File: config.mk
export PLATFORM = sky130hd
export DESIGN_NAME = latch_wr_ctrl
export DESIGN_NICKNAME = d
export VERILOG_FILES = /design/src/rtl/latch_wr_ctrl_pkg.sv /design/src/rtl/latch_wr_ctrl_rr_arbiter.sv /design/src/rtl/latch_wr_ctrl.sv
export SDC_FILE = /design/constraint.sdc
export NUM_CORES = 1
export LEC_CHECK = 0
export CELL_PAD_IN_SITES_DETAIL_PLACEMENT = 1
export CELL_PAD_IN_SITES_GLOBAL_PLACEMENT = 1
export CORE_MARGIN = 4
export CORE_UTILIZATION = 27
export DETAILED_ROUTE_END_ITERATION = 12
export GPL_TIMING_DRIVEN = 1
export MAX_ROUTING_LAYER = met4
export PLACE_DENSITY_LB_ADDON = 0.05
export SYNTH_ARGS = -nofsm -noshare
export SYNTH_HDL_FRONTEND = slang
export SYNTH_SLANG_ARGS = --single-unit
File: constraint.sdc
create_clock -name clk -period 1.8 [get_ports clk]
set_clock_uncertainty 0.05 [all_clocks]
set_input_delay 0.36 -clock clk [delete_from_list [all_inputs] [get_ports clk]]
set_output_delay 0.36 -clock clk [all_outputs]
set_load 0.03 [all_outputs]
File: src/rtl/latch_wr_ctrl_pkg.sv
`default_nettype none
// ============================================================================
// latch_wr_ctrl_pkg : shared FSM encoding and parameter defaults
// Rev 1.0
// ============================================================================
package latch_wr_ctrl_pkg;

  localparam int c_nreq_default    = 4;
  localparam int c_nlat_default    = 4;
  localparam int c_dw_default      = 8;
  localparam int c_clr_cyc_default = 2;

  typedef enum logic [2:0] {
    IDLE   = 3'd0,
    SETUP  = 3'd1,
    STROBE = 3'd2,
    HOLD   = 3'd3,
    CLR    = 3'd4
  } state_t;

  // Index width that stays legal (>= 1 bit) for single-entry configurations.
  function automatic int clog2_min1(input int n);
    return (n > 1) ? $clog2(n) : 1;
  endfunction

endpackage
`default_nettype wire

File: src/rtl/latch_wr_ctrl_rr_arbiter.sv
`default_nettype none
// ============================================================================
// rr_arbiter : combinational round-robin pick, first set req at/after ptr
// Rev 1.0
// ============================================================================
module rr_arbiter
  import latch_wr_ctrl_pkg::*;
#(
  parameter int NREQ = c_nreq_default,
  parameter int IW   = clog2_min1(NREQ)
) (
  input  logic [NREQ-1:0] req,
  input  logic [IW-1:0]   ptr,
  output logic            gnt_valid,
  output logic [IW-1:0]   gnt_idx
);

  logic [2*NREQ-1:0] w_rot;

  function automatic logic [IW-1:0] wrap_add(input logic [IW-1:0] p, input int k);
    int s;
    s = int'(p) + k;
    if (s >= NREQ) s = s - NREQ;
    return IW'(s);
  endfunction

  // Doubling the vector makes the rotate a plain shift; bit 0 is then req[ptr].
  assign w_rot = {req, req} >> ptr;

  always_comb begin
    gnt_valid = 1'b0;
    gnt_idx   = '0;
    for (int k = NREQ - 1; k >= 0; k--) begin
      if (w_rot[k]) begin
        gnt_valid = 1'b1;
        gnt_idx   = wrap_add(ptr, k);
      end
    end
  end

endmodule
`default_nettype wire

File: src/rtl/latch_wr_ctrl.sv
`default_nettype none
// ============================================================================
// latch_wr_ctrl : arbitrated write sequencer for an external D-latch bank
// Rev 1.0
// ============================================================================
module latch_wr_ctrl
  import latch_wr_ctrl_pkg::*;
#(
  parameter int NREQ    = c_nreq_default,
  parameter int NLAT    = c_nlat_default,
  parameter int DW      = c_dw_default,
  parameter int CLR_CYC = c_clr_cyc_default,
  localparam int AW     = clog2_min1(NLAT),
  localparam int IW     = clog2_min1(NREQ)
) (
  input  logic             clk,
  input  logic             rstn,
  input  logic [NREQ-1:0]    req,
  input  logic [NREQ*AW-1:0] addr,
  input  logic [NREQ*DW-1:0] wdata,
  output logic [NREQ-1:0]  ack,
  input  logic             clr,
  output logic [DW-1:0]    lat_d,
  output logic [NLAT-1:0]  lat_en,
  output logic             lat_rstn,
  output logic             busy,
  output logic [IW-1:0]    gnt_id
);

  localparam int                CW         = clog2_min1(CLR_CYC);
  localparam logic [CW-1:0]     c_clr_last = CW'(CLR_CYC - 1);
  localparam logic [NLAT-1:0]   c_en_one   = NLAT'(1);
  localparam logic [NREQ-1:0]   c_ack_one  = NREQ'(1);

  state_t          r_state;
  logic [IW-1:0]   r_rr_ptr;
  logic            r_clr_pend;
  logic [AW-1:0]   r_addr;
  logic [CW-1:0]   r_clr_cnt;

  logic            w_gnt_valid;
  logic [IW-1:0]   w_gnt_idx;
  logic [IW-1:0]   w_ptr_next;
  logic [AW-1:0]   w_addr_arr [NREQ];
  logic [DW-1:0]   w_data_arr [NREQ];

  for (genvar i = 0; i < NREQ; i++) begin : g_slice
    assign w_addr_arr[i] = addr[i*AW +: AW];
    assign w_data_arr[i] = wdata[i*DW +: DW];
  end

  rr_arbiter #(
    .NREQ (NREQ),
    .IW   (IW)
  ) u_arb (
    .req       (req),
    .ptr       (r_rr_ptr),
    .gnt_valid (w_gnt_valid),
    .gnt_idx   (w_gnt_idx)
  );

  assign w_ptr_next = (w_gnt_idx == IW'(NREQ - 1)) ? '0 : w_gnt_idx + 1'b1;

  always_ff @(posedge clk or negedge rstn) begin
    if (!rstn) begin
      r_state    <= IDLE;
      r_rr_ptr   <= '0;
      r_clr_pend <= 1'b0;
      r_addr     <= '0;
      r_clr_cnt  <= '0;
      ack        <= '0;
      lat_d      <= '0;
      lat_en     <= '0;
      lat_rstn   <= 1'b0;
      busy       <= 1'b0;
      gnt_id     <= '0;
    end else begin
      ack    <= '0;
      lat_en <= '0;
      if (clr && (r_state != IDLE)) r_clr_pend <= 1'b1;

      case (r_state)
        IDLE: begin
          if (clr || r_clr_pend) begin
            // Clear outranks any pending write; arbitration state is left alone.
            r_state    <= CLR;
            r_clr_pend <= 1'b0;
            r_clr_cnt  <= c_clr_last;
            lat_rstn   <= 1'b0;
            busy       <= 1'b1;
          end else if (w_gnt_valid) begin
            r_state  <= SETUP;
            r_addr   <= w_addr_arr[w_gnt_idx];
            lat_d    <= w_data_arr[w_gnt_idx];
            gnt_id   <= w_gnt_idx;
            r_rr_ptr <= w_ptr_next;
            lat_rstn <= 1'b1;
            busy     <= 1'b1;
          end else begin
            lat_rstn <= 1'b1;
          end
        end
        SETUP: begin
          r_state <= STROBE;
          lat_en  <= c_en_one << r_addr;
        end
        STROBE: begin
          r_state <= HOLD;
          ack     <= c_ack_one << gnt_id;
        end
        HOLD: begin
          r_state <= IDLE;
          busy    <= 1'b0;
        end
        CLR: begin
          if (r_clr_cnt == '0) begin
            r_state  <= IDLE;
            lat_rstn <= 1'b1;
            busy     <= 1'b0;
          end else begin
            r_clr_cnt <= r_clr_cnt - 1'b1;
          end
        end
        default: begin
          r_state <= IDLE;
          busy    <= 1'b0;
        end
      endcase
    end
  end

endmodule
`default_nettype wire

* After elaboration in Yosys (flattened, before gate mapping)
Cells that the tools add are included.
** Storage, ports and cells
- Register bits after elaboration :: 29
- Bits of input ports :: 47
- Logic and storage cells :: 87
** Operators by class
- Equality and inequality tests :: 7
- Reduce and logical (&&, ||, !) cells :: 11
- Bitwise gates (word level) :: 3
- Muxes and demuxes :: 38
- Add/subtract/negate cells :: 9
- $lt $le $gt $ge :: 5
- Shift-type cells :: 3
** Operator list (number)
- two-way mux 2 bit :: 11
- binary-select mux 8 bit (select 2 bit) :: 1
- two-way mux 8 bit :: 2
- two-way mux 1 bit :: 14
- >= comparator 3 bit (second input constant) :: 4
- case mux 3 bit (4 select lines) :: 1
- two-way mux 3 bit :: 3
- two-way mux 4 bit :: 2
- << shifter 1 x 2 -> 4 bit (first input constant) :: 2
- right shift 8 x 2 -> 4 bit :: 1
- subtractor 2 x 1 -> 2 bit (second input constant) :: 4
- adder 2 x 2 -> 3 bit (second input constant) :: 2
- AND reduction 2 bit :: 3
- AND reduction 3 bit :: 2
- binary-select mux 2 bit (select 2 bit) :: 1
- != test 2 bit (second input constant) :: 2
- case mux 1 bit (2 select lines) :: 2
- adder 2 x 1 -> 3 bit (second input constant) :: 1
- == test 3 x 1 -> 1 bit (second input constant) :: 1
- == test 3 x 2 -> 1 bit (second input constant) :: 1
- == test 3 bit (second input constant) :: 1
- >= comparator 2 x 3 -> 1 bit (second input constant) :: 1
- zero test 3 bit :: 1
- != test 3 x 2 -> 1 bit (second input constant) :: 1
- 11 further kinds :: 12

* Logic depth before layout (Yosys ltp)
Gate-level depths: netlist of run 1.
- Depth in word-level cells :: 11
- Gate-level depth with buffers :: 8

* Hierarchy
Synthesis of run 1 repeated with hierarchy kept, for this count alone.
** Second synthesis, totals
- Cells, all modules :: 113
- Area, all modules :: 1519.0 um2
** By module, submodules not included
- latch_wr_ctrl :: sequential area each 725.7 um2, area each 1441.4 um2, cells an instance 98, times used 1
- rr_arbiter :: sequential area each 0.0 um2, area each 77.6 um2, cells an instance 15, times used 1

* Least setup slack after synthesis of run 1
No wires, ideal clock.
- Path type :: register to register
- Start :: reg r_rr_ptr[0]
- End :: reg r_rr_ptr[1]
- Data arrival time :: 1.560 ns
- Cell stages (with the launch flop) :: 9
- Path slack :: 0.065 ns
- Data required time :: 1.625 ns
- Setup time :: 0.125 ns
- Clock period less this slack :: 1.735 ns
- Cells stage by stage :: dfrtp_1 -> nand2b_1 -> a21oi_1 -> a211o_1 -> buf_6 -> buf_12 -> inv_2 -> ha_1 -> mux2_2
** Between the ends
- Cells in the longest elaborated chain, start to end :: 9
** RTL lines
- from (decl) :: line latch_wr_ctrl.sv:36 : logic [IW-1:0] r_rr_ptr;
- from (signal assigned) :: line latch_wr_ctrl.sv:96 : r_rr_ptr <= w_ptr_next;
- adder 2 x 2 -> 3 bit :: line latch_wr_ctrl_rr_arbiter.sv:22 : s = int'(p) + k;
- >= comparator 3 bit or subtractor 2 x 1 -> 2 bit (tied branches) :: line latch_wr_ctrl_rr_arbiter.sv:23 : if (s >= NREQ) s = s - NREQ;
- two-way mux 2 bit :: line latch_wr_ctrl_rr_arbiter.sv:23
- two-way mux 2 bit (3 in series) :: line latch_wr_ctrl_rr_arbiter.sv:34 : if (w_rot[k]) begin
- two-way mux 2 bit * :: line latch_wr_ctrl_rr_arbiter.sv:34
- via u_arb.gnt_idx[0] :: line latch_wr_ctrl_rr_arbiter.sv:15 : output logic [IW-1:0] gnt_idx
- adder 2 x 1 -> 2 bit or == test 2 bit (tied branches) :: line latch_wr_ctrl.sv:62 : assign w_ptr_next = (w_gnt_idx == IW'(NREQ - 1)) ? '0 : w_gnt_idx + 1'b1;
- two-way mux 2 bit * :: line latch_wr_ctrl.sv:62
- via w_ptr_next[1] :: line latch_wr_ctrl.sv:43 : logic [IW-1:0] w_ptr_next;
The timed path passes the listed nets; every way through them passes the cells marked *.
A chain may end at the register's enable or synchronous reset.

* Worst setup path after layout of run 1
Ends and elaborated chain as after synthesis.

==> run_results.csv, run 1 <==
group,metric,value,unit
cts,cts.sinks,29,
logic_synthesis,yosysTopAreaCellShare,0.489,
detailed_routing,avgViaCountPerCell,4.70,
detailed_routing,wire_per_inst,14.8,um
logic_synthesis,post_synth.cell_area_avg,10.4,sq um
logic_synthesis,yosys.area.top_type,"dfrtp_1",
pwr,vdd_ir_drop_max,0.000507,V
logic_synthesis,yosysUniqueCellTypes,30,
global_route,grt_antenna_before_repair,0,
timing,worst_pin_slew,0.382,ns
logic_synthesis,syn_inst,143,
cts,cts-root-buf,"clkbuf_8",
logic_synthesis,synth_area_leaders,"dfrtp_1 49%, mux2i_1 13%, o221ai_1 5.9%, nand2_1 4.8%, nor2_1 3.3%",
cts,clk_pin_slew,0.06,ns
timing,maxSlewViolCount,0,
critical_path,crit_type,"flip-flop to flip-flop",
critical_path,cp-end-kind,"flip-flop",
logic_synthesis,synth_nets,191,
timing,setup_viol,0,
detailed_routing,drtIter0Drc,49,
timing,period_needed,1.76,ns
global_route,gr-total-overflow,0,
floorplanning,fp-row-count,26,
pwr,p_leak,1.13,nW
global_route,grt_max_degree,30,
final_layout,drive_gt1_frac,0.163,
final_layout,area_growth,64.3,%
logic_synthesis,syn_area,0.00148,sq mm
detailed_routing,drc_errors,0,
global_route,track_usage,0.141,
floorplanning,io_pins,67,
floorplanning,die_w,82.1,um
final_layout,final_nets,274,
global_route,grt_pass1_vias,1506,
logic_synthesis,async_flop_share,1.00,
detailed_routing,vias,1397,
logic_synthesis,synth-seq-cells,29,
detailed_routing,ant_nets,0,
critical_path,rrSetupSlack,0.04,ns
placed_design,numPortBuffers,66,
critical_path,crit_required,1.91,ns
detailed_routing,wl,4.40,mm
timing,max_freq,570,MHz
logic_synthesis,synth_most_common_cell,"dfrtp_1",
final_layout,n_antenna_cell,0,
critical_path,cp_max_fo,4,
timing,fin_crit_sh,0.975,
placed_design,dp_hpwl,3.47,mm
logic_synthesis,synth-edff-count,0,
cts,cts_tree,"yes",
global_route,grt_pass1_wl,6.93,mm
placed_design,placed_cell_area,0.00228,sq mm
floorplanning,core,0.00520,sq mm
critical_path,r2r_start,"r_rr_ptr[0]",
pwr,p_per_area,1420,mW/mm^2
logic_synthesis,synth_warnings,0,
floorplanning,die_y,82.1,um
critical_path,crit_arrival,1.87,ns
critical_path,critPathLaunchType,"flip-flop",
cts,cts-hold-fix-buffers,0,
logic_synthesis,synthTopCellsByCount,"29 x dfrtp_1, 20 x mux2i_1, 19 x nand2_1, 13 x nor2_1, 10 x o221ai_1",
cts,cts_buffers,5,
critical_path,reg2reg_depth,6,
cts,h-tree-depth,2,
run,drv_cap,0,
final_layout,postLayoutCellArea,0.00244,sq mm
critical_path,worst_r2r_endpoint,"r_rr_ptr[1]",
cts,clk_latency,0.27,ns
final_layout,final_core_util,0.469,
worst_hold_path,worstHoldPathType,"input port to asynchronous set/reset pin",
cts,ctsLongestPathBuffers,2,
placed_design,place_congestion,0.730,
timing,slew_headroom,0.743,
logic_synthesis,synthFlopType,"dfrtp_1",
timing,hold_viol_final,0,
run_status,status,"completed",
floorplanning,die_area,0.00675,sq mm
logic_synthesis,seq_area_frac_synth,0.489,
detailed_routing,dr.pass1.iters,2,
floorplanning,start_util,0.285,
## routing by layer
layer,vias up,routed length [um],global-route usage
li1,667,-,-
met1,691,1730,0.154
met2,34,2470,0.244
met3,5,148,0.0293
met4,0,58,0.0648
met5,-,0,-
## registers in the layout, summed over array words and instances (netlist names)
register and count:
lat_rstn 1, busy 1, r_rr_ptr 2, r_clr_pend 1, r_clr_cnt 1, r_addr 2, lat_d 8, gnt_id 2
r_state 3, lat_en 4, ack 4
## power by group
part | switching, mW | total, mW | internal [mW]
combinational | 0.946 | 1.84 | 0.898
sequential | 0.214 | 1.11 | 0.898
clock | 0.232 | 0.498 | 0.267
total | 1.39 | 3.45 | 2.06
## through the flow
step | setup slack [ns] | setup TNS, ns | cells | power (mW) | hold slack (ns)
finish | 0.0449 | 0 | 297 | 3.45 | 0.423
global route | -0.00955 | -0.00955 | 297 | 3.71 | 0.452
CTS | 0.0359 | 0 | 296 | 3.46 | 0.428
detailed placement | -0.433 | -5.24 | 285 | 2.86 | 0.434
global placement | -0.336 | -3.94 | 285 | 2.79 | 0.425
floorplan | 0.0655 | 0 | 143 | 2.19 | 0.0144
## cell type report
class	instances	area, sq um
repair buffers	85	823
multi-input cells	99	697
flip-flops and latches	29	726
fillers	588	2770
well taps	70	87.6
clock inverters	2	10.0
clock buffers	6	72.6
inverters	6	22.5
## logic make-up after synthesis
kind of cell	count (synthesis)	synth area share
and+or+nand+nor	52	0.172
DFF	29	0.489
AOI/OAI and AO/OA	24	0.114
muxes	21	0.142
buffers and inverters	15	0.0683
xor gates and xnor gates	1	0.00590
adders and majority gates	1	0.00843
## critical path: stages, from the launching register on
cell and delay (ns):
dfrtp_1 0.41, nand2b_1 0.18, a21oi_1 0.15, a211o_2 0.24, inv_2 0.06, ha_1 0.29, mux2_2 0.26
## worst max path at each step
stage          depth (start not counted)          end  slack, ns   startpoint
3_3_place_gp                           7     lat_d[5]      -0.34       req[2]
4_1_cts                                1     lat_d[7]       0.04     lat_d[7]
5_1_grt                                6  r_rr_ptr[1]      -0.01  r_rr_ptr[0]
3_5_place_dp                           7     lat_d[2]      -0.43       req[2]
2_1_floorplan                          8  r_rr_ptr[1]       0.07  r_rr_ptr[0]
6_report                               6  r_rr_ptr[1]       0.04  r_rr_ptr[0]
## placed cells by master (no fill, tap or decap), types with 2 or more instances in the layout
cell type        instances
nor3b_1                  2
and3_1                   3
nand2_1                 19
clkbuf_8                 5
o221ai_1                10
clkdlybuf4s50_1         59
nor3_4                   2
nor2_1                  13
a21oi_1                  7
o21ai_0                  3
dfrtp_1                 29
buf_4                   17
dlygate4sd2_1            6
nand3_1                  2
mux2i_1                 20
clkinv_2                 2
nor3_1                   3
inv_1                    5
## repair_timing
item                                    CTS  global route
pin swaps                                 1             1
setup buffers                             2             1
resized for setup                        10             7
hold endpoints to repair                  0             0
cloned                                    1             0
endpoints found under the setup margin   14            10
(Power assumes the default switching activity.)
==> run 2, diff against run 1 <==
Settings changed: CTS_CLUSTER_SIZE set to 28.
==> results of run 2 <==
No change in the layout: final DEF, timing and power equal those of run 1.
==> run 3, diff against run 2 <==
--- a/constraint.sdc
+++ b/constraint.sdc
@@ -4,2 +4,2 @@
 set_output_delay 0.36 -clock clk [all_outputs]
-set_load 0.03 [all_outputs]
+set_load 0.01 [all_outputs]
==> run 3 against run 2 <==
Against the previous run: setup slack unchanged; largest power group unchanged; sequential cell count unchanged; highest routed layer unchanged; largest cell class unchanged; non-clock buffer count unchanged; final cell count unchanged; utilization increased by 0.072 points; cell area increased by 0.15%; clock power about the same; sequential share of layout area about the same; global-route usage unchanged; combinational power decreased by 11%; die area unchanged; first-iteration DRC count unchanged; critical endpoint unchanged.
==> run_results.csv, run 3 (synthesized netlist as in run 1, its figures left out) <==
group,metric,value,unit
run_status,status,"completed",
cts,ctsLongestPathBuffers,2,
final_layout,largest-register,"lat_d",
detailed_routing,drc_errors,0,
critical_path,crit_type,"flip-flop to flip-flop",
final_layout,area_growth,64.6,%
timing,fin_crit_sh,0.975,
run,drv_cap,0,
final_layout,drive_gt1_frac,0.163,
detailed_routing,wl,4.40,mm
pwr,p_total,3.25,mW
pwr,p_per_area,1330,mW/mm^2
timing,max_freq,570,MHz
floorplanning,die_w,82.1,um
floorplanning,die_area,0.00675,sq mm
worst_hold_path,worstHoldPathType,"input port to asynchronous set/reset pin",
critical_path,worst_r2r_endpoint,"r_rr_ptr[1]",
pwr,p_leak,1.13,nW
timing,hold_viol_final,0,
pwr,p_clk_frac,0.153,
global_route,grt_max_degree,30,
pwr,vdd_ir_drop_max,0.000505,V
timing,setup_viol,0,
cts,clk_latency,0.27,ns
pwr,p_int,2.08,mW
global_route,track_usage,0.141,
floorplanning,core,0.00520,sq mm
cts,cts.sinks,29,
detailed_routing,vias,1398,
floorplanning,io_pins,67,
final_layout,largest_register_ffs,8,
final_layout,final_cell_mix,"62 x clkdlybuf4s50_1, 29 x dfrtp_1, 20 x mux2i_1, 19 x nand2_1, 17 x buf_4",
critical_path,critPathLaunchType,"flip-flop",
critical_path,reg2reg_depth,6,
critical_path,crit_required,1.91,ns
placed_design,dp.cells,285,
pwr,seqPwrFrac,0.343,
pwr,comb_power_share,0.504,
global_route,gr-total-overflow,0,
global_route,grt_antenna_before_repair,0,
pwr,p_sw,1.17,mW
placed_design,numPortBuffers,66,
floorplanning,die_y,82.1,um
pwr,swShare,0.359,
cts,cts-hold-fix-buffers,0,
final_layout,fin_cells,297,
detailed_routing,avgViaCountPerCell,4.71,
critical_path,crit_arrival,1.87,ns
final_layout,top_regs,"lat_d x8, ack x4, lat_en x4",
timing,period_needed,1.76,ns
timing,hold_slack,0.423,ns
timing,worst_pin_slew,0.381,ns
global_route,grt_pass1_vias,1506,
placed_design,dp_hpwl,3.47,mm
floorplanning,fp-row-count,26,
detailed_routing,wire_per_inst,14.8,um
cts,cts_tree,"yes",
timing,slew_headroom,0.744,
cts,cts_buffers,5,
cts,clk_pin_slew,0.06,ns
critical_path,rrSetupSlack,0.04,ns
floorplanning,start_util,0.285,
global_route,grt_pass1_wl,6.93,mm
timing,maxSlewViolCount,0,
detailed_routing,drtIter0Drc,49,
detailed_routing,ant_nets,0,
cts,cts-root-buf,"clkbuf_8",
final_layout,final_nets,274,
final_layout,final_common_cell,"clkdlybuf4s50_1",
critical_path,cp_max_fo,4,
critical_path,cp-end-kind,"flip-flop",
final_layout,n_antenna_cell,0,
cts,h-tree-depth,2,
detailed_routing,dr.pass1.iters,2,
placed_design,place_congestion,0.730,
critical_path,r2r_start,"r_rr_ptr[0]",
run 3: cell types whose count changed in the layout (fill, tap and decap cells not counted):
cell / previous run / this run
clkdlybuf4s50_1: 59 / 62
dlygate4sd2_1: 6 / 3
run 3: timing repair:
action                                  4_1_cts  5_1_grt
endpoints found under the setup margin       11       10
endpoints found under the hold margin         0        0
gates resized for setup                       7        7
pin swaps                                     1        1
gates cloned                                  1        0
buffers inserted                              2        1
run 3: worst max-delay path by stage:
stage / startpoint / cells after the start / to
after floorplan: r_rr_ptr[0] / 8 / r_rr_ptr[1]
after global placement: req[2] / 7 / lat_d[5]
after detailed placement: req[2] / 7 / lat_d[2]
after CTS: r_rr_ptr[0] / 6 / r_rr_ptr[1]
after global routing: r_rr_ptr[0] / 6 / r_rr_ptr[1]
final: r_rr_ptr[0] / 6 / r_rr_ptr[1]
run 3: worst max-delay path, cell delays in order (launching register included):
cell and delay, ns:
dfrtp_1 0.41, nand2b_1 0.18, a21oi_1 0.15, a211o_2 0.24, inv_2 0.06, ha_1 0.29
mux2_2 0.26
run 3: cell type report:
type / count / area (sq um)
clock inverters: 2 / 10.0
clock buffers: 6 / 72.6
flip-flops and latches: 29 / 726
multi-input cells: 99 / 697
well taps: 70 / 87.6
inverters: 6 / 22.5
fillers: 591 / 2760
repair buffers: 85 / 827
run 3: routing by layer:
layer	vias up	share of wire	global-route usage	wire, um
li1	668	-	-	-
met1	691	0.40	0.154	1740
met2	34	0.56	0.244	2470
met3	5	0.031	0.0293	137
met4	0	0.013	0.0648	58
met5	-	0	-	0
run 3: power groups by stage:
stage / Clock (mW) / Sequential [mW] / Combinational, mW
finish: 0.498 / 1.11 / 1.64
global route: 0.558 / 1.16 / 1.80
CTS: 0.527 / 1.10 / 1.63
detailed placement: 0 / 1.11 / 1.52
global placement: 0 / 1.09 / 1.48
floorplan: 0 / 1.11 / 0.851
run 3: stage by stage:
stage | setup WS [ns] | utilization | instance area, sq um | setup TNS (ns)
after CTS | 0.0554 | 0.463 | 2410 | 0
after global routing | -0.00955 | 0.469 | 2440 | -0.00955
final | 0.0449 | 0.469 | 2440 | 0
after floorplan | 0.0655 | - | 1480 | 0
after global placement | -0.336 | 0.438 | 2280 | -3.94
after detailed placement | -0.433 | 0.438 | 2280 | -5.24
==> RTL edit 1, RTL diff (flow settings as in run 2) <==
`c_nreq_default`: 4 -> 16.
--- a/src/rtl/latch_wr_ctrl_pkg.sv
+++ b/src/rtl/latch_wr_ctrl_pkg.sv
@@ -6,5 +6,5 @@
 package latch_wr_ctrl_pkg;
 
-  localparam int c_nreq_default    = 4;
+  localparam int c_nreq_default    = 16;
   localparam int c_nlat_default    = 4;
   localparam int c_dw_default      = 8;
Interface: changed (5 resized); port bits go from 67 to 213. No check against the original RTL was run, so the function may have changed too.
==> RTL edit 1 against run 2 <==
The run now ends with negative hold slack, negative setup slack left. Worst setup slack lost 2.2 ns. Sequential cell count increased by 16. Total power rose to 7.1 times the old value. Global-route usage rose by 11 points. Synthesized area grew to 3.6 times the old value. Worst hold slack lost 0.43 ns. Final area rose to 4.0 times the old value. Non-clock buffer count grew 312. First-iteration DRC count rose to 9.1 times the old value. Wire length grew to 6.2 times the old value. Sequential share of layout area shrank 18 points. Count of clock-buffer cells in the layout unchanged. Combinational power grew to 12 times the old value. Largest cell class is now multi-input combinational cells.
==> RTL edit 1: results (changes against run 2) <==
* Port bufs at 212 (+220%)
* Yosys Warn Count at 0 (unchanged)
* Count of different cell masters after synthesis at 70 (+130%)
* Total routed wire length on the met1 layer at 10100 µm (+490%)
* Clock transition at the registers of the reported paths at 0.06 ns (about the same)
* Top cells by instance count after synthesis: sky130_fd_sc_hd__mux2i_1, sky130_fd_sc_hd__dfrtp_1, sky130_fd_sc_hd__mux4_2
* Antenna violations before repair at 3 (+3)
* Max VDD drop at 1240 µV (+150%)
* Synth Instances at 537 (+280%)
* Final Setup Violations at 20 (+20)
* Clock latency at the later pin of the worst-skew pair at 0.28 ns
* Synth Net Count at 724 (+280%)
* Final HPWL DP at 22600 µm (+550%)
* GR Layer Usage met3 at 0.0420 (+0.0128)
* Drt initial violations at 444 (+810%)
* Met1 Track Usage GR at 0.276 (+0.122)
* Register containing the most flip-flops in the final layout: ack
* Most area-consuming cells after synthesis: sky130_fd_sc_hd__dfrtp_1, sky130_fd_sc_hd__mux4_2, sky130_fd_sc_hd__mux2i_1, sky130_fd_sc_hd__mux2_2, sky130_fd_sc_hd__a21oi_1
* RR Endpoint: lat_d[5]
* Detail Route met3 WL at 1490 µm (+910%)
* Total negative slack at -38.60 ns (-38.60 ns)
* Maximum number of pins on one net before global-route repair at 32 (+6.7%)
* Cell area reported after detailed placement at 8870 µm² (+290%)
* R2r worst-path depth at 14 (+8)
* Vias in the first global route at 7129 (+370%)
* Status: complete, but fails checks
* Total track usage at 0.254 (+0.114)
* Path type of the worst min-delay path: input port to async pin
* Wire length on met2 at 14800 µm (+500%)
* Final hold vios at 5 (+5)
* Nature of the critical path endpoint: flip-flop
* Post-Place Setup Slack at -2.50 ns (-2.07 ns)
* Detailed-route wire length per cell at 23.5 µm (+59%)
* First-pass DRT Iterations at 5 (+3)
* Part of the Yosys area used for sequential elements at 0.213 (-0.277)
* Critical-path maximum fanout at 7 (+3)
* Violated checks: negative hold slack, negative setup slack
* Worst EP arrival at 4.11 ns (+2.24 ns)
* Hold slack final at -0.00213 ns (-0.426 ns)
* Count of placed standard cells in the final layout, fillers left out at 1166 (+290%)
* CTS resizes at 81 (+71)
* Wire length of the first global-routing pass at 42200 µm (+510%)
* Slew at the pin closest to its max-slew limit at 0.682 ns (+0.300 ns)
* Total CTS buffers at 5 (unchanged)
* Static leakage power at 0.00413 µW (+260%)
* Nets at 1089 (+300%)
* Clock root buffer: sky130_fd_sc_hd__clkbuf_16
* Count of buffers added by post-CTS timing repair for setup at 15 (+13)
* Routability congestion estimate from global placement at 1.04 (+43%)
* Vias/cell at 5.39 (+15%)
* Fraction of registers with async set or reset after synthesis at 1.00 (unchanged)
* Crit. Startpoint: r_rr_ptr[1]
* GR Layer Usage met2 at 0.471 (+0.227)
* Setup slack after layout at -2.18 ns (-2.22 ns)
* Layout cell share with drive strength beyond 1 at 0.362 (+0.199)
* Registers with the most flip-flops: ack x16, lat_d x8
[RTL edit 1: worst max-delay path: stages (launching register included)]
cell and delay, ns:
sky130_fd_sc_hd__dfrtp_2 0.45, sky130_fd_sc_hd__buf_12 0.15, sky130_fd_sc_hd__mux4_2 0.56, sky130_fd_sc_hd__buf_4 0.17, sky130_fd_sc_hd__mux2_2 0.30, sky130_fd_sc_hd__a211o_1 0.31
sky130_fd_sc_hd__o21ai_2 0.21, sky130_fd_sc_hd__a21oi_2 0.11, sky130_fd_sc_hd__mux2i_2 0.18, sky130_fd_sc_hd__o21ai_4 0.24, sky130_fd_sc_hd__clkbuf_16 0.20, sky130_fd_sc_hd__mux4_2 0.51
sky130_fd_sc_hd__mux2i_1 0.17, sky130_fd_sc_hd__o22ai_1 0.09, sky130_fd_sc_hd__a21o_1 0.16
[RTL edit 1: power breakdown]
group	switching [µW]	total, µW	internal, µW
registers	263	1580	1320
clock network	395	1050	658
logic	10400	21800	11300
total	11100	24400	13300
[RTL edit 1: cells by family (layout without fill, tap and decap cells)]
group / Yosys count / in the layout / synth area share
simple gates: 132 / 132 / 0.119
buf+inv: 49 / 415 / 0.0534
xor+xnor: 4 / 4 / 0.00661
fa+ha+maj: 8 / 8 / 0.0189
mux: 153 / 153 / 0.405
other cells: 0 / 3 / 0
compound gates: 146 / 146 / 0.184
flops: 45 / 45 / 0.213
[RTL edit 1: area by class of cell]
| class | instances | area (µm²) |
|---|---|---|
| fill | 2145 | 9290 |
| multi-input combinational | 443 | 4280 |
| timing repair buffer | 397 | 3780 |
| sequential | 45 | 1130 |
| tap | 260 | 325 |
| clock buffer | 6 | 129 |
| inverter | 10 | 45.0 |
| clock inverter | 2 | 38.8 |
| antenna | 3 | 7.51 |
==> RTL edit 2, RTL diff (config.mk and constraints of run 2) <==
Without the edit above. Encoding of `state_t`: now one-hot (5 bits for 5 states).
--- a/src/rtl/latch_wr_ctrl_pkg.sv
+++ b/src/rtl/latch_wr_ctrl_pkg.sv
@@ -11,10 +11,10 @@
   localparam int c_clr_cyc_default = 2;
 
-  typedef enum logic [2:0] {
-    IDLE   = 3'd0,
-    SETUP  = 3'd1,
-    STROBE = 3'd2,
-    HOLD   = 3'd3,
-    CLR    = 3'd4
+  typedef enum logic [4:0] {
+    IDLE   = 5'b00001,
+    SETUP  = 5'b00010,
+    STROBE = 5'b00100,
+    HOLD   = 5'b01000,
+    CLR    = 5'b10000
   } state_t;
 
Function: no difference found for any inputs over 10 cycles, from zero or initial values and one cycle with rstn low; not proved beyond that.
==> RTL edit 2 against run 2 <==
The flow now finishes with violations (negative setup slack). Cell count grew 8.4%. Final area up 16%. Count of clock-buffer cells in the layout unchanged. Wire length increased by 9.7%. Sequential cell count is 2 higher. Total power rose by 15%. Worst setup slack worse by 0.065 ns. Largest cell class unchanged. Maximum frequency shrank 3.6%. Synthesized area grew 6.3%. Worst hold slack improved by 0.0048 ns. Die area grew 5.7%.
==> RTL edit 2: results (changes against run 2) <==
* Post-Place Setup Slack at -0.622 ns (-0.190 ns)
* Wire length on met2 at 2560 µm (+3.4%)
* Detailed-route DRC error count at 0 (unchanged)
* Top cells by instance count after synthesis: sky130_fd_sc_hd__dfrtp_1, sky130_fd_sc_hd__nand2_1, sky130_fd_sc_hd__mux2i_1
* Clock root buffer: sky130_fd_sc_hd__clkbuf_8
* Total track usage at 0.146 (+0.00540)
* Setup slack after layout at -0.0206 ns (-0.0654 ns)
* Routability congestion estimate from global placement at 0.725 (-0.67%)
* Number of buffers on the longest clock path at 2 (unchanged)
* Most area-consuming cells after synthesis: sky130_fd_sc_hd__dfrtp_1, sky130_fd_sc_hd__mux2i_1, sky130_fd_sc_hd__o2bb2ai_1, sky130_fd_sc_hd__nand2_1, sky130_fd_sc_hd__a21oi_1
* Layout cell share with drive strength beyond 1 at 0.276 (+0.113)
* Count of different cell masters after synthesis at 40 (+33%)
* Count of placed standard cells in the final layout, fillers left out at 322 (+8.4%)
* Critical Path Source Type: flip-flop
* Vias in the first global route at 1739 (+15%)
* Synth Net Count at 192 (+0.52%)
* Detail Route met3 WL at 239 µm (+61%)
* Nets at 297 (+8.4%)
* Relative max-transition margin at 0.738 (-0.00554)
* Maximum number of pins on one net before global-route repair at 32 (+6.7%)
* Total routed wire length on the met1 layer at 1900 µm (+10%)
* Port bufs at 66 (unchanged)
* Drt initial violations at 23 (-53%)
* Met1 Track Usage GR at 0.158 (+0.00374)
* Worst EP arrival at 1.94 ns (+0.07 ns)
* Total negative slack at -0.0702 ns (-0.0702 ns)
* Clock latency at the later pin of the worst-skew pair at 0.28 ns
* GR Layer Usage met3 at 0.0334 (+0.00408)
* Part of the Yosys area used for sequential elements at 0.492 (+0.00343)
* Static leakage power at 0.00127 µW (+12%)
* Wire length of the first global-routing pass at 8110 µm (+17%)
* Final HPWL DP at 3570 µm (+2.9%)
* Violated checks: negative setup slack
* First-pass DRT Iterations at 4 (+2)
* Overall via count from detail_route at 1512 (+8.2%)
* Highest metal layer used by the detailed router: met4
* Total CTS buffers at 5 (unchanged)
* Mean post-synth cell area at 11.0 µm² (+5.6%)
* R2r worst-path depth at 5 (-1)
* Fraction of registers with async set or reset after synthesis at 1.00 (unchanged)
* Clock transition at the registers of the reported paths at 0.06 ns (about the same)
* Final Setup Violations at 6 (+6)
* Yosys Warn Count at 0 (unchanged)
* Number of antenna cells inserted at 0 (unchanged)
* Path type of the worst min-delay path: input port to async pin
* Critical-path maximum fanout at 2 (-2)
* Max VDD drop at 621 µV (+23%)
* Registers with the most flip-flops: lat_d x8, r_state x5
* GR Layer Usage met2 at 0.252 (+0.00785)
* Last element of the critical path: busy
* Antenna violations before repair at 0 (unchanged)
* H-Tree Level Count at 2 (unchanged)
* Status: complete, but fails checks
* Wire length after detailed routing at 4830 µm (+9.7%)
* Nature of the critical path endpoint: flip-flop
* Cell area reported after detailed placement at 2460 µm² (+8.2%)
* Crit Reg-Reg Startpoint: r_state[2]
==> RTL edit 2: critical path, cell delays in order, from the launching register on <==
cell and delay, ns:
sky130_fd_sc_hd__dfrtp_2 0.44, sky130_fd_sc_hd__buf_6 0.13, sky130_fd_sc_hd__or3_4 0.33, sky130_fd_sc_hd__or3b_4 0.42, sky130_fd_sc_hd__a41o_1 0.22, sky130_fd_sc_hd__and2_1 0.14
==> RTL edit 2: area by class of cell <==
type                            count  area (µm²)
Tap cell                           72        90.1
Clock buffer                        6        82.6
Clock inverter                      2        35.0
Fill cell                         610        2750
Sequential cell                    31         779
Multi-Input combinational cell    101         792
Timing Repair Buffer              102        1010
Inverter                            8        35.0
==> RTL edit 2: report_power, final <==
part | internal, µW | leakage (µW) | switching [µW]
clock | 447 | 0.0000612 | 261
combinational | 1100 | 0.000825 | 1000
sequential | 948 | 0.000381 | 207
==> RTL edit 2: how the worst min path moves through the flow <==
stage	to	slack (ns)	depth (start not counted)
global placement	lat_en[2]	0.44	1
floorplan	ack[0]	0.01	0
detailed placement	lat_en[2]	0.45	1
finish	busy	0.43	2
CTS	r_addr[1]	0.45	2
global route	lat_d[6]	0.47	2
==> RTL edit 2: cell families after synthesis <==
group                    after synthesis  synth area share
multiplexers                          17             0.111
AND/OR/NAND/NOR                       50             0.167
AO/OA/AOI/OAI                         33             0.171
buffers and inverters                 12            0.0507
flip-flops                            31             0.492
adder cells (fa/ha/maj)                1           0.00793
==> RTL edit 2: what timing repair did <==
| item | CTS | global route |
|---|---|---|
| cloned | 1 | 0 |
| setup endpoints to repair | 14 | 17 |
| buffers inserted | 11 | 1 |
| pin swaps | 8 | 6 |
| gates resized for setup | 18 | 13 |
| hold buffers | 0 | 0 |
